<file path="config.mk">
export PLATFORM = sky130hd
export DESIGN_NAME = mano_bus_regbank
export DESIGN_NICKNAME = d
export VERILOG_FILES = /design/src/rtl/mano_pkg.sv /design/src/rtl/mano_bus_reg.sv /design/src/rtl/mano_bus_regbank.sv
export SDC_FILE = /design/constraint.sdc
export NUM_CORES = 1
export LEC_CHECK = 0
export ABC_AREA = 1
export CELL_PAD_IN_SITES_DETAIL_PLACEMENT = 1
export CELL_PAD_IN_SITES_GLOBAL_PLACEMENT = 2
export CORE_MARGIN = 1
export CORE_UTILIZATION = 29
export CTS_BUF_LIST = sky130_fd_sc_hd__clkbuf_8
export DETAILED_ROUTE_END_ITERATION = 10
export PLACE_DENSITY = 0.86
export SYNTH_ARGS = -nofsm -noshare
export SYNTH_HDL_FRONTEND = slang
export SYNTH_SLANG_ARGS = --single-unit
</file>
<file path="constraint.sdc">
create_clock -name clk -period 2.14 [get_ports clk]
set_input_delay 0.214 -clock clk [delete_from_list [all_inputs] [get_ports clk]]
set_output_delay 0.214 -clock clk [all_outputs]
set_load 0.05 [all_outputs]
</file>
<file path="src/rtl/mano_pkg.sv">
// Shared constants and types for the Mano common-bus register bank.
// Bus select codes and register indices match the default six-register build.
package mano_pkg;

  localparam int unsigned SEL_NONE = 0;
  localparam int unsigned SEL_AR   = 1;
  localparam int unsigned SEL_PC   = 2;
  localparam int unsigned SEL_DR   = 3;
  localparam int unsigned SEL_AC   = 4;
  localparam int unsigned SEL_IR   = 5;
  localparam int unsigned SEL_TR   = 6;
  localparam int unsigned SEL_MEM  = 7;

  localparam int unsigned REG_AR = 0;
  localparam int unsigned REG_PC = 1;
  localparam int unsigned REG_DR = 2;
  localparam int unsigned REG_AC = 3;
  localparam int unsigned REG_IR = 4;
  localparam int unsigned REG_TR = 5;

  typedef enum logic [2:0] {
    OP_HOLD,
    OP_LD,
    OP_INC,
    OP_DEC,
    OP_CLR
  } reg_op_e;

endpackage

</file>
<file path="src/rtl/mano_bus_reg.sv">
// One bus register of width W with ld > inc > dec > clr priority and a
// registered wrap pulse; output is zero-extended to FULL_W.
module mano_bus_reg
  import mano_pkg::*;
#(
  parameter int unsigned W      = 16,
  parameter int unsigned FULL_W = 16
) (
  input  logic              clk,
  input  logic              rst_n,
  input  logic [W-1:0]      bus,
  input  logic              ld,
  input  logic              inc,
  input  logic              dec,
  input  logic              clr,
  output logic [FULL_W-1:0] q,
  output logic              wrap
);

  reg_op_e        op;
  logic [W-1:0]   val_q, val_d;
  logic           wrap_q, wrap_d;

  always_comb begin
    op = OP_HOLD;
    if (ld)       op = OP_LD;
    else if (inc) op = OP_INC;
    else if (dec) op = OP_DEC;
    else if (clr) op = OP_CLR;
  end

  always_comb begin
    val_d  = val_q;
    wrap_d = 1'b0;
    unique case (op)
      OP_LD:   val_d = bus;
      OP_INC: begin
        val_d  = val_q + W'(1);
        wrap_d = (val_q == {W{1'b1}});
      end
      OP_DEC: begin
        val_d  = val_q - W'(1);
        wrap_d = (val_q == '0);
      end
      OP_CLR:  val_d = '0;
      default: val_d = val_q;
    endcase
  end

  always_ff @(posedge clk or negedge rst_n) begin
    if (!rst_n) begin
      val_q  <= '0;
      wrap_q <= 1'b0;
    end else begin
      val_q  <= val_d;
      wrap_q <= wrap_d;
    end
  end

  assign q    = FULL_W'(val_q);
  assign wrap = wrap_q;

endmodule

</file>
<file path="src/rtl/mano_bus_regbank.sv">
// Mano basic-computer register bank: common-bus mux, NUM_REGS registers
// with per-register ld/inc/dec/clr, and the sequence counter with T decode.
module mano_bus_regbank
  import mano_pkg::*;
#(
  parameter int unsigned         WIDTH       = 16,
  parameter int unsigned         ADDR_WIDTH  = 12,
  parameter int unsigned         NUM_REGS    = 6,
  parameter logic [NUM_REGS-1:0] NARROW_MASK = 6'b000011,
  parameter int unsigned         SEL_W       = $clog2(NUM_REGS + 2),
  parameter int unsigned         SC_W        = 4
) (
  input  logic                      clk,
  input  logic                      rst_n,
  input  logic [SEL_W-1:0]          bus_sel,
  input  logic [WIDTH-1:0]          mem_rdata,
  input  logic [NUM_REGS-1:0]       ld,
  input  logic [NUM_REGS-1:0]       inc,
  input  logic [NUM_REGS-1:0]       dec,
  input  logic [NUM_REGS-1:0]       clr,
  input  logic                      sc_inc,
  input  logic                      sc_clr,
  output logic [WIDTH-1:0]          bus_out,
  output logic [NUM_REGS*WIDTH-1:0] reg_q,
  output logic [NUM_REGS-1:0]       wrap,
  output logic [SC_W-1:0]           sc_q,
  output logic [(1<<SC_W)-1:0]      t
);

  logic [WIDTH-1:0] reg_arr [NUM_REGS];
  logic [SC_W-1:0]  sc_d;

  for (genvar i = 0; i < NUM_REGS; i++) begin : g_reg
    localparam int unsigned RW = NARROW_MASK[i] ? ADDR_WIDTH : WIDTH;

    // Narrow registers see only the low bits of the bus, which truncates loads.
    mano_bus_reg #(
      .W      (RW),
      .FULL_W (WIDTH)
    ) u_reg (
      .clk   (clk),
      .rst_n (rst_n),
      .bus   (bus_out[RW-1:0]),
      .ld    (ld[i]),
      .inc   (inc[i]),
      .dec   (dec[i]),
      .clr   (clr[i]),
      .q     (reg_arr[i]),
      .wrap  (wrap[i])
    );

    assign reg_q[i*WIDTH +: WIDTH] = reg_arr[i];
  end

  always_comb begin
    bus_out = '0;
    if (bus_sel == SEL_W'(NUM_REGS + 1)) begin
      bus_out = mem_rdata;
    end else begin
      for (int i = 0; i < NUM_REGS; i++) begin
        if (bus_sel == SEL_W'(i + 1)) bus_out = reg_arr[i];
      end
    end
  end

  always_comb begin
    sc_d = sc_q;
    if (sc_clr)      sc_d = '0;
    else if (sc_inc) sc_d = sc_q + SC_W'(1);
  end

  always_ff @(posedge clk or negedge rst_n) begin
    if (!rst_n) sc_q <= '0;
    else        sc_q <= sc_d;
  end

  always_comb begin
    t       = '0;
    t[sc_q] = 1'b1;
  end

endmodule

</file>
==> impl_metrics.tcl <==
set metrics [dict create \
    num_antenna_cells 0 \
    top_usage_layer "met2" \
    drt.antenna.violating_nets 0 \
    final_cell_mix "nand2_1 (622), buf_4 (298), inv_1 (287)" \
    die-area_um2 39900 \
    via_per_inst 5.14 \
    vdd_drop_max_mv 0.400 \
    crit_path_max_fanout 6 \
    routabilityCongestion 0.924 \
    grt.overflow.total 0 \
    grt_use_total 0.278 \
    yosysSeqAreaShare 0.216 \
    coreArea_um2 38600 \
    cp-start-kind "flip-flop" \
    num_vias 15111 \
    clock_latency_ns 0.42 \
    ys_seq_elements 98 \
    synth_area_um2 11300 \
    skew_ns 0.0230 \
    hold_class "input port to flip-flop" \
    ys_types 35 \
    leakagePower_uw 0.00910 \
    rsz0062_at_grt "true" \
    htreeDepth 3 \
    yosys.area.top_type_share 0.224 \
    synth_area_leaders "nand2_1 (22%), dfrtp_1 (22%), inv_1 (10%)" \
    cts_buffers 9 \
    power.density_nw_per_um2 796 \
    avgSynthCellArea_um2 5.81 \
    status "complete, no violations" \
    final-max-slew-violation-count 0 \
    die_w_um 200 \
    row_count 72 \
    use_met2 0.484 \
    drv_cap 0 \
    use_met1 0.355 \
    dpl_cell_area_um2 16000 \
    hold_viol_final 0 \
    wl_per_cell_um 19.4 \
    fin_util 0.459 \
    max_freq_ghz 0.471 \
    final_cell_area_um2 17700 \
    hpwl_um 44400 \
    clk_pin_slew_ns 0.12 \
    drive_above_1_share 0.256 \
    endpoint_kind "output pin" \
    period_minus_slack_ns 2.12 \
    grt_first_pass_wirelength_um 85300 \
    synth_top_area_cell "nand2_1" \
    die_y_um 200 \
    dp_slack_ns -0.574 \
    finalSetupViolCount 0 \
    routed_wl_um 56900 \
    nets 2550 \
    drt_iter0_drc 779 \
    syn_inst 1955 \
    worstMarginPinSlew_ns 0.845 \
    antenna_found_initial 1 \
    grt_pass1_vias 15568 \
    drc 0 \
    port_buffers 176 \
    syn2layout_area_growth_pct 56.4 \
    io_pins 185 \
    yosys_warnings 0 \
    clock_path_buffers 2 \
    cts.sinks 98 \
    cp.required_ns 1.93 \
    period_share 0.993 \
    initial_core_util 0.294 \
    timing.final.ws_setup_ns 0.0153 \
    layout_commonest_cell "nand2_1" \
    cts_root_buffer "clkbuf_8" \
    crit_arrival_ns 1.91 \
    grt.met3_usage 0.0297 \
    cts_tree "done" \
    critPathKind "flip-flop to output pin" \
    tns_ns 0 \
    first_pass_iters 6 \
    slew_headroom 0.436 \
    grt_max_degree 99 \
]
flip-flops by register name (all words and copies together) (netlist names):
signal / flops
g.u_reg.q: 64
g.u_reg.val_q: 24
g.u_reg.wrap: 6
sc_q: 4
final cells by class:
class	count	area (µm²)
clock buffer	10	138
clock inverter	6	47.5
fill	4994	20900
inverter	304	1150
multi-input combinational	1509	8650
sequential	98	2470
tap	518	648
timing repair buffer	494	4630
timing repair inverter	1	7.51
final timing paths:
kind                                         start                 endpoint  slack (ns)  cells past startpoint
setup / recovery           g_reg[1].u_reg.val_q[2]               bus_out[2]        0.02                      6
hold / removal                               ld[0]  g_reg[0].u_reg.val_q[7]        0.28                      4
setup reg to reg               g_reg[5].u_reg.q[1]     g_reg[5].u_reg.q[10]        0.06                     11
hold reg to reg               g_reg[4].u_reg.q[15]     g_reg[4].u_reg.q[15]        0.59                      2
max in group asynchronous                    rst_n      g_reg[4].u_reg.q[1]        1.20                      3
min in group asynchronous                    rst_n  g_reg[1].u_reg.val_q[3]        0.43                      3
synthesized netlist by cell type, drive strengths merged:
library cell / count
nor4: 22
o21ai: 36
o21bai: 2
clkbuf: 20
nor2: 207
o41ai: 1
xnor2: 3
nand3: 172
dfrtp: 98
nand4: 89
a21oi: 128
nand3b: 22
and2: 11
a31oi: 6
inv: 304
buf: 31
fa: 6
nor3: 23
ha: 80
a211oi: 1
xor2: 3
nand2: 677
o211ai: 6
conb: 1
or2: 6
timing repair:
action | CTS | global route
setup buffers | 15 | 21
hold buffers | 1 | 0
pin swaps | 7 | 41
gates cloned | 1 | 1
gates resized for setup | 38 | 248
endpoints found under the setup margin | 47 | 83
endpoints found under the hold margin | 98 | 0
layer usage:
| layer | up-vias | routed length [µm] |
|---|---|---|
| li1 | 7209 | - |
| met1 | 7364 | 24300 |
| met5 | - | 14 |
| met4 | 2 | 1700 |
| met2 | 439 | 27800 |
| met3 | 97 | 3160 |
stage by stage:
step | power, µW | instances | hold slack, ns
3_3_place_gp | 11600 | 2885 | 0.348
5_1_grt | 14900 | 2940 | 0.288
2_1_floorplan | 7250 | 1962 | -0.0816
3_5_place_dp | 11800 | 2885 | 0.358
4_1_cts | 13200 | 2918 | 0.427
6_report | 14100 | 2940 | 0.278
logic make-up (layout without fill, tap and decap cells):
family / after synthesis / count (layout) / share of synthesized area
AND/OR/NAND/NOR: 1229 / 1229 / 0.472
buffers and inverters: 355 / 815 / 0.126
AO/OA/AOI/OAI: 180 / 180 / 0.0827
flip-flops: 98 / 98 / 0.216
adder cells (fa/ha/maj): 86 / 86 / 0.0988
XOR/XNOR: 6 / 6 / 0.00463
other: 1 / 8 / 0.000330
report_power, final:
group	total [µW]	switching, µW	internal, µW
Sequential	2970	703	2270
Clock	1290	826	469
Combinational	9860	5840	4020
Total	14100	7370	6750
critical path, cell delays in order (launching register included):
cell     delay (ns)
dfrtp_1        0.54
nand4_1        0.22
nand3_2        0.14
nor2_2         0.14
nand4_2        0.13
buf_12         0.18
buf_12         0.14
Power figures use the tool's default switching activity.
==> RTL change 1, RTL diff (same flow settings) <==
The parameter `ADDR_WIDTH` goes from 12 to 11.
--- a/src/rtl/mano_bus_regbank.sv
+++ b/src/rtl/mano_bus_regbank.sv
@@ -4,7 +4,7 @@
   import mano_pkg::*;
 #(
   parameter int unsigned         WIDTH       = 16,
-  parameter int unsigned         ADDR_WIDTH  = 12,
+  parameter int unsigned         ADDR_WIDTH  = 11,
   parameter int unsigned         NUM_REGS    = 6,
   parameter logic [NUM_REGS-1:0] NARROW_MASK = 6'b000011,
   parameter int unsigned         SEL_W       = $clog2(NUM_REGS + 2),
Formal check against the unedited RTL: not equivalent (Yosys sat finds a counterexample within 4 cycles, from zero or initial values and one cycle with rst_n low).
==> RTL change 1 against the original RTL <==
Highest routed layer is now met4; clock skew shrank 0.0062 ns; power shrank 7.0%; worst setup slack lost 0.077 ns; the flow now finishes with violations (setup timing); largest power group unchanged; non-clock buffer count shrank 34; sequential cell count shrank 2; global-route usage shrank 1.2 points; wire length shrank 8.9%; final area shrank 8.7%; area after synthesis shrank 5.1%; critical path depth grew 1.
==> RTL change 1: results (changes against the original RTL) <==
Route
The iteration count of the initial detailed-routing pass was 5 (was 6). The routed wire length on met3 was 2.55 mm (was 3.16 mm). The first-iteration detailed-routing DRC count came to 838 (was 779). The highest routing layer actually used was met4 (was met5). The met2 wire length is 23.8 mm (was 27.8 mm). The routed wire length was 51.9 mm (was 56.9 mm). The wire length the detailed router placed on met1 is 24.3 mm (about the same). The per-cell via count in the routed design is 5.15 (was 5.14).

Critical path
The data arrival at the endpoint of the critical path was 1.99 ns (was 1.91 ns). The reg-to-reg startpoint was g_reg[1].u_reg.val_q[5] (was g_reg[5].u_reg.q[1]). The depth of the worst register-to-register path was 7 (was 11). The slowest cell on the critical path is sky130_fd_sc_hd__dfrtp_1 (unchanged). The setup slack on the worst flop-to-flop path is 0.24 ns (was 0.06 ns).

The worst setup path startpoint is g_reg[2].u_reg.q[1] (was g_reg[1].u_reg.val_q[2]). The worst flop-to-flop path endpoint is g_reg[1].u_reg.val_q[8] (was g_reg[5].u_reg.q[10]). The destination of the critical timing path is bus_out[1] (was bus_out[2]). The worst stage delay on the critical path is 0.41 ns (was 0.54 ns). The maximum fanout count along the critical path is 6 (unchanged).

The top cell family by delay on the critical path is simple AND/OR/NAND/NOR gates (unchanged).

GRT
The wire length of the first global-routing pass is 78.7 mm (was 85.3 mm). The all-layer global routing usage is 0.266 (was 0.278). The via count of the first global-routing pass is 14,200 (was 15,600). The pin count of the biggest net entering global routing is 97 (was 99).

Synthesis
The most used flip-flop cell after synthesis is sky130_fd_sc_hd__dfrtp_1 (unchanged). Synth cell count leaders: sky130_fd_sc_hd__nand2_1, sky130_fd_sc_hd__inv_1, sky130_fd_sc_hd__nor2_1 (unchanged). The unique cell type count in the Yosys netlist came to 39 (was 35).

Top cells by area, synth: sky130_fd_sc_hd__dfrtp_1, sky130_fd_sc_hd__nand2_1, sky130_fd_sc_hd__inv_1 (was sky130_fd_sc_hd__nand2_1, sky130_fd_sc_hd__dfrtp_1, sky130_fd_sc_hd__inv_1). The sequential cell area fraction in the yosys report is 0.223 (was 0.216). The number of synthesis warnings is 0 (unchanged).

Placement
The last weighted congestion value of the routability-driven placer is 0.967 (was 0.924). The setup slack at placement is -0.548 ns (was -0.574 ns). The detailed placement HPWL came to 41.7 mm (was 44.4 mm). The total of buffers placed on input and output ports was 174 (was 176).

Timing
The final worst clock skew is 0.0167 ns (was 0.0230 ns). The final worst-path setup slack is -0.0620 ns (was 0.0153 ns). The sum of negative setup slack is -0.0620 ns (was 0 ns). The number of endpoints failing setup at the final stage came to 1 (was 0). The slew at the pin closest to its max-slew limit is 0.672 ns (was 0.845 ns). The worst hold slack is 0.186 ns (was 0.278 ns).

Layout
The fraction of final layout cells sized beyond drive strength 1 was 0.220 (was 0.256). The number of nets in the final layout was 2,364 (was 2,550).

Power and ir drop
The static leakage is 8.35 nW (was 9.10 nW). The net switching share of the total power is 0.525 (was 0.522). The maximum vdd drop is 0.000463 V (was 0.000400 V).

Outcome
The final reports fail on setup timing. Status: finished, violations left (was completed).
==> RTL change 1: stage by stage <==
step	power (mW)	std cells	utilization	instance area, µm²
CTS	12.7	2697	0.426	15600
detailed placement	11.4	2679	0.420	15400
finish	13.1	2707	0.443	16200
global placement	11.2	2679	0.420	15400
floorplan	7.02	1812	-	10800
global route	13.8	2706	0.443	16200
==> RTL change 1: final cells by class <==
cell class	instances	area, µm²
clock inverter	7	55.1
timing repair buffer	460	4370
multi-input combinational	1397	7650
inverter	269	1020
antenna	1	2.50
sequential	96	2410
fill	4795	20400
clock buffer	9	124
tap	468	586
==> RTL change 1: worst register-to-register path: stages, from the launching register on <==
cell and delay, ns:
sky130_fd_sc_hd__dfrtp_1 0.51, sky130_fd_sc_hd__ha_1 0.42, sky130_fd_sc_hd__a21oi_1 0.24, sky130_fd_sc_hd__buf_4 0.15, sky130_fd_sc_hd__o211a_1 0.15, sky130_fd_sc_hd__nand3b_1 0.08, sky130_fd_sc_hd__nand3_1 0.13, sky130_fd_sc_hd__nand3_1 0.09
==> RTL change 1: logic make-up after synthesis <==
kind of cell | share of synthesized area
simple gates | 0.456
buf+inv | 0.119
compound gates | 0.0948
flops | 0.223
fa+ha+maj | 0.102
xor+xnor | 0.00488
other cells | 0.000348
==> RTL change 1: worst min path at each step <==
| stage | end | from | cells after the start |
|---|---|---|---|
| detailed placement | g_reg[2].u_reg.wrap | rst_n | 2 |
| CTS | sc_q[0] | sc_clr | 2 |
| finish | g_reg[5].u_reg.wrap | inc[5] | 4 |
| global placement | g_reg[2].u_reg.wrap | rst_n | 2 |
| floorplan | g_reg[0].u_reg.val_q[0] | rst_n | 0 |
| global route | g_reg[5].u_reg.wrap | inc[5] | 4 |
==> RTL change 1: power by group through the flow <==
| stage | logic [mW] | registers [mW] | clock network, mW |
|---|---|---|---|
| global placement | 8.41 | 2.81 | 0 |
| floorplan | 2.87 | 4.16 | 0 |
| CTS | 8.64 | 2.79 | 1.30 |
| detailed placement | 8.58 | 2.83 | 0 |
| global route | 9.59 | 2.87 | 1.35 |
| finish | 9.03 | 2.83 | 1.27 |
==> RTL change 1: layer usage <==
metal  up-vias  global-route usage
li1       6708                   -
met1      6796               0.369
met2       380               0.430
met3        69              0.0309
met4         0              0.0808
met5         -                   0
==> RTL change 1: timing repair <==
action | CTS | global route
hold endpoints to repair | 96 | 0
endpoints found under the setup margin | 20 | 66
gates cloned | 0 | 1
buffers inserted | 1 | 8
pin swaps | 0 | 20
hold buffers | 1 | 0
resized for setup | 12 | 137
==> RTL change 2, RTL diff (same flow settings) <==
Without the edit above. Take the reset off `val_q` and load it in a clocked block of its own.
--- a/src/rtl/mano_bus_reg.sv
+++ b/src/rtl/mano_bus_reg.sv
@@ -49,12 +49,14 @@
 
   always_ff @(posedge clk or negedge rst_n) begin
     if (!rst_n) begin
-      val_q  <= '0;
       wrap_q <= 1'b0;
     end else begin
-      val_q  <= val_d;
       wrap_q <= wrap_d;
     end
+  end
+
+  always_ff @(posedge clk) begin
+    val_q <= val_d;
   end
 
   assign q    = FULL_W'(val_q);
Check against the original RTL: not equivalent (Yosys sat finds a counterexample within 4 cycles, from zero or initial values and one cycle with rst_n low).
==> RTL change 2 against the original RTL <==
The flow now finishes with violations (setup timing); sequential cell count stayed put; power up 1.0%; via count is 8.8% lower; maximum frequency down 0.83%; non-clock buffer count rose by 13; wire length fell by 8.1%; final area down 3.7%; cell count is 6.5% lower; largest power group unchanged; area after synthesis fell by 3.2%; critical path depth rose by 7; first-iteration DRC count up 9.2%; worst setup slack got worse by 0.018 ns.
==> RTL change 2: results (changes against the original RTL) <==
Outcome
Status: finished, violations left (was completed). The final reports fail on setup timing.

Synthesis
The synthesized area per cell came to 6.25 µm² (was 5.81 µm²). The share of flip-flops with an asynchronous set or reset is 0.102 (was 1.00). The sequential cell area fraction in the yosys report was 0.263 (was 0.216).

Timing
The number of endpoints failing setup at the final stage is 1 (was 0). The final worst-path setup slack is -0.00243 ns (was 0.0153 ns). The relative slew slack is 0.374 (was 0.436). The final worst clock skew is 0.0189 ns (was 0.0230 ns).

Critical path
The data arrival at the endpoint of the critical path came to 2.33 ns (was 1.91 ns). The worst stage delay on the critical path is 0.49 ns (was 0.54 ns). The slowest cell on the critical path is sky130_fd_sc_hd__clkdlybuf4s50_1 (was sky130_fd_sc_hd__dfrtp_1). The depth of the worst register-to-register path is 10 (was 11).

The maximum fanout count along the critical path is 10 (was 6).

Layout
The antenna cell count is 1 (was 0). The non-clock buffer area fraction after layout is 0.273 (was 0.261). The fraction of area in multi-input gates is 0.450 (was 0.487). The layout buffer count excluding clock buffers is 507 (was 494). The number of nets in the final layout came to 2,372 (was 2,550). The fraction of final layout cells sized beyond drive strength 1 is 0.258 (was 0.256).

Route
The met2 wire length is 25.4 mm (was 27.8 mm). The first-iteration detailed-routing DRC count is 851 (was 779). The vias after detailed routing came to 13,800 (was 15,100). The routed wire length is 52.3 mm (was 56.9 mm).

The iteration count of the initial detailed-routing pass came to 5 (was 6). The routed wire length on met3 is 2.72 mm (was 3.16 mm).

Clocking
The post-CTS setup buffer count was 21 (was 15).

Power and ir drop
The net switching share of the total power is 0.503 (was 0.522). The static leakage is 8.73 nW (was 9.10 nW). The total sequential power is 3.17 mW (was 2.97 mW).

GRT
The wire length of the first global-routing pass came to 78.0 mm (was 85.3 mm).

Floorplanning
The area of the core is 37,000 µm² (was 38,600 µm²).
==> RTL change 2: changes by cell type in the layout (fill, tap and decap cells not counted), sizes merged, moves of 16 or more <==
cell    before  now
dfrtp       98   10
edfxtp       0   88
a21oi      128   52
nor2       207  148
inv        305  269
or2          6   24
nand3b      22    6
==> RTL change 2: final timing paths <==
kind	slack, ns	end	from
worst max-delay path	-0.002	g_reg[2].u_reg.q[10]	inc[2]
worst min-delay path	0.11	g_reg[3].u_reg.wrap	rst_n
worst max register to register	0.12	g_reg[3].u_reg.q[12]	g_reg[3].u_reg.q[1]
worst min register to register	0.66	sc_q[2]	sc_q[2]
max in group asynchronous	1.79	g_reg[4].u_reg.wrap	rst_n
min in group clk	0.35	g_reg[2].u_reg.wrap	dec[2]
==> RTL change 2: metal layers <==
layer / global-route usage / up-vias
met2: 0.458 / 398
met1: 0.341 / 6642
met5: 0 / -
li1: - / 6657
met4: 0.0781 / 0
met3: 0.0303 / 78
==> RTL change 2: metrics by stage <==
stage	utilization	cell area [µm²]	worst slack (ns)	setup TNS, ns
after floorplan	-	11000	0.0401	0
final	0.462	17100	-0.00243	-0.00243
after detailed placement	0.422	15600	-0.575	-30.76
after global routing	0.462	17100	-0.108	-0.978
after CTS	0.439	16200	0.00416	0
after global placement	0.422	15600	-0.499	-24.43
==> RTL change 2: cell families (layout without fill, tap and decap cells) <==
| family | count (synthesis) | after routing | share of synthesized area |
|---|---|---|---|
| other | 1 | 9 | 0.000341 |
| AO/OA/AOI/OAI | 97 | 97 | 0.0490 |
| buffers and inverters | 313 | 792 | 0.116 |
| XOR/XNOR | 5 | 5 | 0.00399 |
| AND/OR/NAND/NOR | 1158 | 1158 | 0.465 |
| adder cells (fa/ha/maj) | 86 | 86 | 0.102 |
| flip-flops | 98 | 98 | 0.263 |
